**config.mk**
```make
export PLATFORM = sky130hd
export DESIGN_NAME = irq_source_ctrl
export DESIGN_NICKNAME = d
export VERILOG_FILES = /design/src/rtl/irq_source_ctrl.sv
export SDC_FILE = /design/constraint.sdc
export NUM_CORES = 1
export LEC_CHECK = 0
export ABC_CLOCK_PERIOD_IN_PS = 1800
export CORE_MARGIN = 1.5
export CORE_UTILIZATION = 39
export CTS_CLUSTER_DIAMETER = 50
export CTS_CLUSTER_SIZE = 12
export DETAILED_ROUTE_END_ITERATION = 16
export PLACE_DENSITY_LB_ADDON = 0.3
export SLEW_MARGIN = 20
export SYNTH_ARGS = -nofsm -noshare
export SYNTH_HDL_FRONTEND = slang
export SYNTH_SLANG_ARGS = --single-unit
```
**constraint.sdc**
```tcl
create_clock -name clk -period 1.8 [get_ports clk]
set_clock_uncertainty 0.05 [all_clocks]
set_input_delay 0.36 -clock clk [delete_from_list [all_inputs] [get_ports clk]]
set_output_delay 0.36 -clock clk [all_outputs]
set_load 0.02 [all_outputs]
```
**src/rtl/irq_source_ctrl.sv**
```systemverilog
// Source-side interrupt controller: edge capture, mask, fixed-priority
// arbitration and a one-hot request held until ack, blocked until eoi.
module irq_source_ctrl #(
   parameter int          NSRC     = 4,
   parameter int unsigned VEC_BASE = 124,
   parameter logic [3:0]  MASK_RST = 4'b1111
) (
   input  logic            clk,
   input  logic            reset,
   input  logic [NSRC-1:0] src_done,
   input  logic            int_ack,
   input  logic            eoi,
   input  logic            mask_we,
   input  logic [NSRC-1:0] mask_wd,
   input  logic [NSRC-1:0] ovr_clr,
   output logic [NSRC-1:0] irq_out,
   output logic [31:0]     vec_addr,
   output logic [NSRC-1:0] pending,
   output logic [NSRC-1:0] mask,
   output logic [NSRC-1:0] overrun,
   output logic            busy
);

   typedef enum logic [1:0] {IDLE, REQ, SERVICE} state_t;

   state_t          state, state_nx;
   logic [1:0]      grant, grant_nx;
   logic [NSRC-1:0] src_d, rise, ack_clr, elig;

   always_comb begin
      rise    = src_done & ~src_d;
      ack_clr = '0;
      if (state == REQ && int_ack)
         ack_clr[grant] = 1'b1;
      elig    = pending & mask;
   end

   always_comb begin
      state_nx = state;
      grant_nx = grant;
      unique case (state)
         IDLE: begin
            if (|elig) begin
               state_nx = REQ;
               // bit 0 has the highest priority
               priority case (1'b1)
                  elig[0]: grant_nx = 2'd0;
                  elig[1]: grant_nx = 2'd1;
                  elig[2]: grant_nx = 2'd2;
                  elig[3]: grant_nx = 2'd3;
                  default: grant_nx = grant;
               endcase
            end
         end
         REQ:     if (int_ack) state_nx = SERVICE;
         SERVICE: if (eoi) state_nx = IDLE;
         default: state_nx = IDLE;
      endcase
   end

   always_comb begin
      irq_out = '0;
      if (state == REQ)
         irq_out[grant] = 1'b1;
      busy = (state != IDLE);
      if (state == IDLE)
         vec_addr = '0;
      else
         vec_addr = {30'(VEC_BASE) + 30'(grant), 2'b00};
   end

   always_ff @(posedge clk) begin
      if (reset) begin
         state   <= IDLE;
         grant   <= '0;
         pending <= '0;
         overrun <= '0;
         mask    <= MASK_RST;
         src_d   <= src_done;
      end else begin
         state   <= state_nx;
         grant   <= grant_nx;
         src_d   <= src_done;
         // a rise on the acked bit re-arms it and is not an overrun
         pending <= (pending & ~ack_clr) | rise;
         overrun <= (overrun & ~ovr_clr) | (rise & pending & ~ack_clr);
         if (mask_we)
            mask <= mask_wd;
      end
   end

endmodule

```
==> metrics.csv, run 1 <==
metric;value;unit
outcome;complete, no violations;
register area share after synthesis;38.10;%
post-synthesis instance total;111;
port bufs;40;
flop2flop setup slack;0.44;ns
Static Leakage;0.6558;nW
Final Util;55.90;%
delay of the slowest critical-path stage;0.36;ns
Async SR Flop Fraction;0;%
critical path arrival;1.35;ns
DRT iter0 DRCs;11;
CP startpoint kind;flop;
Rows;18;
Syn Std Cell Area;1051;µm²
slowest CP cell;dfxtp_2;
Die W;54.91;µm
clock root buffer;clkbuf_4;
area leader, netlist;dfxtp_1;
Ant. Diodes;0;
Synth top area share;38.10;%
Syn-to-layout area delta;34.17;%
Initial Util;41.67;%
final net count;170;
Tmin final;1.764;ns
number of global-route vias before repair;751;
pwr/cell area;863.6;nW/µm²
TritonCTS clock tree;done;
min-delay src;grant[0];
IO Pins;66;
Synth Register Bits;20;
gr usage total;15.42;%
Worst VDD drop;691.2;µV
Via Count;833;
Clock Sinks;20;
class of the worst hold path;flop to flop;
R2R Path Start;state[1];
Final period util;98.02;%
global-route wire length before repair;3270;µm
post-detailed-routing wire length;2195;µm
Setup Crit Path Kind;flop to output port;
global route total overflow;0;
hold depth;2;
final setup fails;0;
Worst EP required;1.39;ns
cts bufs inserted;3;
post-DP HPWL;1709;µm
initial antenna violation count;0;
# DRC;0;
number of synthesized flops with an enable pin;0;
post-route ant nets;0;
Yosys cell types;31;
fillers;256;
first-pass iteration count of the detailed router;4;
Die H;54.91;µm
Critical Path, Cell by Cell;buf_4 > nor2_4 > inv_2 > dlygate4sd2_1;
f_max;0.5668;GHz
Cell Area, Placed;1379;µm²
end of the worst hold path;grant[0];
Worst-Skew Late Latency;0.30;ns
clock buffer depth;2;
Synth Flop Type;dfxtp_1;
Max H-tree Level;1;
share of layout cells above drive strength 1;17.76;%
top cells by area, synth;dfxtp_1 38%, buf_4 21%, nor2b_1 3.6%, a211o_1 3.3%, nand2b_1 3.0%;
routability cong.;0.7314;
Final Power;1.218;mW
CORE AREA;2522;µm²
Crit. End Element;output port;
RSZ-0062 raised after global routing;true;
Fin. Hold Viols;0;
WL/cell;12.06;µm
Ys Warns;0;
number of vias per cell;4.577;
Mapped Avg Cell Area;9.469;µm²
RR Endpoint;overrun[1];
worst-path fanout max;6;
Setup Fix Bufs, Post-CTS;0;
largest net degree at the start of global routing;13;
r2r worst-path depth;4;
clk slew on worst S/H paths;0.11;ns
Slew Limit Fails;0;
cell area after layout;1410;µm²
MaxCap Viol Count;0;
total die area;3015;µm²
## report_power, final
group / switching [mW] / internal, mW
registers: 0.0312 / 0.475
logic: 0.203 / 0.145
clock network: 0.138 / 0.225
## worst max path at each step
| stage | from | to | slack, ns | depth (start not counted) |
|---|---|---|---|---|
| 5_1_grt | state[0] | vec_addr[6] | -0.03 | 4 |
| 4_1_cts | state[0] | vec_addr[2] | 0.001 | 4 |
| 2_1_floorplan | state[0] | irq_out[1] | 0.32 | 2 |
| 6_report | state[0] | vec_addr[8] | 0.04 | 4 |
| 3_5_place_dp | state[0] | vec_addr[2] | 0.06 | 4 |
| 3_3_place_gp | grant[0] | irq_out[0] | 0.09 | 3 |
## cell usage after synthesis (2+ instances only)
cell type,instances
nor2_1,3
a22o_1,2
or3b_1,2
nor3_1,2
a211o_1,4
buf_4,30
o31ai_2,2
o31ai_1,4
o21ai_2,2
nand3b_1,2
or3b_2,2
nand2b_1,5
nor2b_1,6
nand2_1,3
dfxtp_1,20
a21oi_1,6
nand2b_2,2
## cell usage in the layout (no fill, tap or decap), types with 3 or more instances in the layout
master and n:
a211o_1 4, nor2b_1 6, dfxtp_1 19, dlygate4sd2_1 6, a21oi_1 6, conb_1 25, nand2b_1 5, clkdlybuf4s50_1 24
clkbuf_4 3, clkbuf_2 5, dlymetal6s2s_1 4, buf_4 6, o31ai_1 4, nor2_1 3, nand2_1 3
## through the flow
step           hold WS (ns)  TNS [ns]  setup slack, ns  instances
3_3_place_gp         0.4422         0          0.08594        178
5_1_grt              0.4549   -0.1232         -0.03190        182
3_5_place_dp         0.4471         0          0.05969        178
4_1_cts              0.4587         0        0.0009543        182
6_report             0.4608         0          0.03570        182
2_1_floorplan        0.3377         0           0.3235        135
## critical path: cells and delay by family (launching register included)
family                 cells  cell delay (ns)
buffers and inverters      3             0.55
flip-flops                 1             0.36
AND/OR/NAND/NOR            1             0.14
## state kept, by name, indices dropped and copies added (netlist names)
register and cells:
pending 4, state 2, mask 4, overrun 4
src_d 4, grant 2
## final cells by class
| type | instances | area (µm²) | area share [%] |
|---|---|---|---|
| repair buffers | 46 | 422.9 | 29.99 |
| multi-input cells | 80 | 488.0 | 34.61 |
| well taps | 30 | 37.54 | 2.662 |
| flip-flops and latches | 20 | 401.6 | 28.48 |
| clock buffers | 3 | 22.52 | 1.597 |
| inverters | 2 | 7.507 | 0.5324 |
| clock inverters | 1 | 30.03 | 2.130 |
## what timing repair did
item,in CTS,in global routing
hold buffers,0,0
resized for setup,13,16
endpoints found under the setup margin,12,16
gates cloned,0,0
## per-layer routing
layer	track usage (%)	up-vias	routed length [µm]
met2	27.78	41	1106
li1	-	408	-
met3	6.183	0	180
met4	2.439	0	0
met1	17.30	384	908
met5	0	-	0
## cells by family (layout without fill, tap and decap cells)
logic type | Yosys count | after routing | synth area share, %
AND/OR/NAND/NOR | 30 | 30 | 18.81
buffers and inverters | 35 | 52 | 24.05
other | 1 | 25 | 0.3568
AO/OA/AOI/OAI | 24 | 24 | 17.74
flip-flops | 20 | 20 | 38.09
multiplexers | 1 | 1 | 0.9524
Note: power is estimated with default switching activity, not from simulation.
==> run 2: changes to the inputs <==
--- a/config.mk
+++ b/config.mk
@@ -5,9 +5,12 @@
 export SDC_FILE = /design/constraint.sdc
 export NUM_CORES = 1
 export LEC_CHECK = 0
+export ABC_AREA = 1
 export ABC_CLOCK_PERIOD_IN_PS = 1800
+export CELL_PAD_IN_SITES_DETAIL_PLACEMENT = 1
+export CELL_PAD_IN_SITES_GLOBAL_PLACEMENT = 1
 export CORE_MARGIN = 1.5
-export CORE_UTILIZATION = 39
+export CORE_UTILIZATION = 26
 export CTS_CLUSTER_DIAMETER = 50
 export CTS_CLUSTER_SIZE = 12
 export DETAILED_ROUTE_END_ITERATION = 16
==> run 2 against run 1 <==
- power up 7.8%
- first-iteration DRC count increased by 73%
- flip-flop and latch count unchanged
- via count increased by 13%
- highest routed layer is now met4
- die area increased by 47%
- global-route usage down 3.5 points
- largest power group unchanged
==> metrics.csv, run 2 <==
metric;value;unit;change
number of vias per cell;3.954;;-14%
Final period util;96.08;%;-1.9 points
final setup fails;0;;unchanged
most common cell in the netlist;nand2_1;;
# hold bufs at CTS;0;;unchanged
Die W;66.54;µm;+21%
area leader, netlist;dfxtp_1;;
Syn-to-layout area delta;39.09;%;
Via Count;941;;+13%
routability cong.;0.7994;;+9.3%
global-route wire length before repair;4071;µm;+24%
slowest CP cell;clkdlybuf4s50_1;;
first-pass iteration count of the detailed router;3;;-1
Slew Limit Fails;0;;unchanged
post-detailed-routing wire length;2529;µm;+15%
largest net degree at the start of global routing;13;;unchanged
post-DP HPWL;2068;µm;+21%
cts bufs inserted;3;;unchanged
clock root buffer;clkbuf_8;;
global route total overflow;0;;unchanged
gr usage total;11.96;%;-3.5 points
WL/cell;10.63;µm;-12%
post-route ant nets;0;;unchanged
Ant. Diodes;0;;unchanged
clk slew on worst S/H paths;0.08;ns;-0.03 ns
TritonCTS clock tree;done;;
most frequent cells in the layout;36 x nand2_1, 28 x clkdlybuf4s50_1, 25 x conb_1, 20 x dfxtp_1, 18 x inv_1;;
setup TNS;0;ns;unchanged
f_max;0.5782;GHz;+2.0%
share of layout cells above drive strength 1;8.947;%;-8.8 points
Mapped Avg Cell Area;7.045;µm²;-26%
synth cell count leaders;36 x nand2_1, 30 x buf_4, 20 x dfxtp_1, 19 x inv_1, 13 x nor2_1;;
register share of total power;38.3;%;-3.2 points
fillers;487;;+90%
logic gate share of total power;27.4;%;-1.2 points
RSZ-0062 raised after global routing;false;;
setup ws final;0.07063;ns;+0.03493 ns
worst-path fanout max;5;;-1
pwr/cell area;898.8;nW/µm²;+4.1%
commonest non-fill, non-tap cell in the layout;nand2_1;;
Worst EP required;1.39;ns;about the same
cell family with most CP delay;buffers and inverters;;
Worst VDD drop;299.7;µV;-57%
Ys Warns;0;;unchanged
CP startpoint kind;flop;;
Clock Sinks;20;;unchanged
Static Leakage;0.7158;nW;+9.2%
Initial Util;27.84;%;-14 points
post-synthesis instance total;149;;+34%
crit path buf inv count;1;;-2
CORE AREA;3771;µm²;+50%
class of the worst hold path;flop to flop;;
clock buffer depth;2;;unchanged
top cells by area, synth;dfxtp_1 38%, buf_4 21%, nand2_1 13%, inv_1 6.8%, nor2_1 4.6%;;
Final Power;1.312;mW;+7.8%
Syn Std Cell Area;1050;µm²;-0.12%
Worst-Skew Late Latency;0.26;ns;-0.04 ns
outcome;complete, no violations;;
number of global-route vias before repair;940;;+25%
final net count;208;;+22%
Tmin final;1.729;ns;-0.03493 ns
port bufs;40;;unchanged
Switching Fraction;30.55;%;-0.034 points
initial antenna violation count;0;;unchanged
pre-CTS setup slack;0.04010;ns;-0.01959 ns
Critical Path, Cell by Cell;clkdlybuf4s50_1;;
DRT iter0 DRCs;19;;+8
number of synthesized flops with an enable pin;0;;unchanged
Hold WS;0.4180;ns;-0.04280 ns
Clk network pwr share;34.3;%;+4.5 points
# DRC;0;;unchanged
Int Power;911.4;µW;+7.8%
register area share after synthesis;38.14;%;+0.045 points
delay of the slowest critical-path stage;0.64;ns;+0.28 ns
Max H-tree Level;1;;unchanged
Fin. Hold Viols;0;;unchanged
Crit. End Element;output port;;
Final Util;38.72;%;-17 points
Die H;66.54;µm;+21%
Setup Crit Path Kind;flop to output port;;
critical path arrival;1.32;ns;-0.03 ns
IO Pins;66;;unchanged
MaxCap Viol Count;0;;unchanged
Synth top area share;38.14;%;+0.045 points
Synth Flop Type;dfxtp_1;;
total die area;4428;µm²;+47%
Yosys cell types;16;;-48%
Synth Register Bits;20;;unchanged
Rows;22;;+4
NetSw;401.0;µW;+7.7%
Async SR Flop Fraction;0;%;unchanged
run 2: cells by family (layout without fill, tap and decap cells):
kind of cell / Yosys count / in the layout / synth area share (%)
buffers and inverters: 52 / 69 / 29.44
and+or+nand+nor: 61 / 61 / 24.67
DFF: 20 / 20 / 38.14
AOI/OAI and AO/OA: 15 / 15 / 7.389
other: 1 / 25 / 0.3572
run 2: worst paths after layout:
path | from | end | slack [ns] | cells after the start
max | pending[2] | pending[2] | 0.07 | 1
min | overrun[0] | overrun[0] | 0.42 | 2
max reg2reg | state[0] | grant[0] | 0.57 | 8
min reg2reg | overrun[0] | overrun[0] | 0.42 | 2
run 2: timing repair:
action / in CTS / in global routing
gates cloned: 0 / 0
setup endpoints to repair: 12 / 7
gates resized for setup: 13 / 9
setup buffers: 0 / 2
pin swaps: 0 / 1
run 2: final cells by class:
type / instances / area (µm²) / area share, %
Multi-Input combinational cell: 101 / 430.4 / 29.48
Timing Repair Buffer: 44 / 419.2 / 28.71
Clock buffer: 3 / 41.29 / 2.828
Sequential cell: 20 / 400.4 / 27.42
Clock inverter: 1 / 30.03 / 2.057
Inverter: 21 / 78.83 / 5.398
Tap cell: 48 / 60.06 / 4.113
run 2: power groups by stage:
stage | combinational [mW] | clock, mW | sequential (mW)
4_1_cts | 0.345 | 0.466 | 0.503
3_5_place_dp | 0.368 | 0 | 0.513
3_3_place_gp | 0.360 | 0 | 0.511
6_report | 0.360 | 0.450 | 0.503
5_1_grt | 0.393 | 0.484 | 0.508
2_1_floorplan | 0.255 | 0 | 0.526
run 2: worst min-delay path, delay by kind of cell, from the launching register on:
kind | cells | cell delay [ns]
compound gates | 1 | 0.05
simple gates | 1 | 0.06
flops | 1 | 0.31
run 2: metal layers:
layer	share of wire [%]	GRT usage, %	up-vias	routed length, µm
li1	-	-	478	-
met1	41	13.73	422	1040
met2	52	22.00	37	1303
met3	5.7	1.858	4	145
met4	1.5	4.592	0	39
met5	0	0	-	0
run 2: metrics by stage:
stage / std cells / instance area [µm²]
after floorplan: 173 / 1140
after global placement: 232 / 1385
after detailed placement: 232 / 1385
after CTS: 236 / 1443
after global routing: 238 / 1460
final: 238 / 1460
==> run 3: changes to the inputs <==
--- a/config.mk
+++ b/config.mk
@@ -6,7 +6,6 @@
 export NUM_CORES = 1
 export LEC_CHECK = 0
 export ABC_AREA = 1
-export ABC_CLOCK_PERIOD_IN_PS = 1800
 export CELL_PAD_IN_SITES_DETAIL_PLACEMENT = 1
 export CELL_PAD_IN_SITES_GLOBAL_PLACEMENT = 1
 export CORE_MARGIN = 1.5
==> results of run 3 <==
The final DEF is identical to that of run 2; final timing and power are the same.
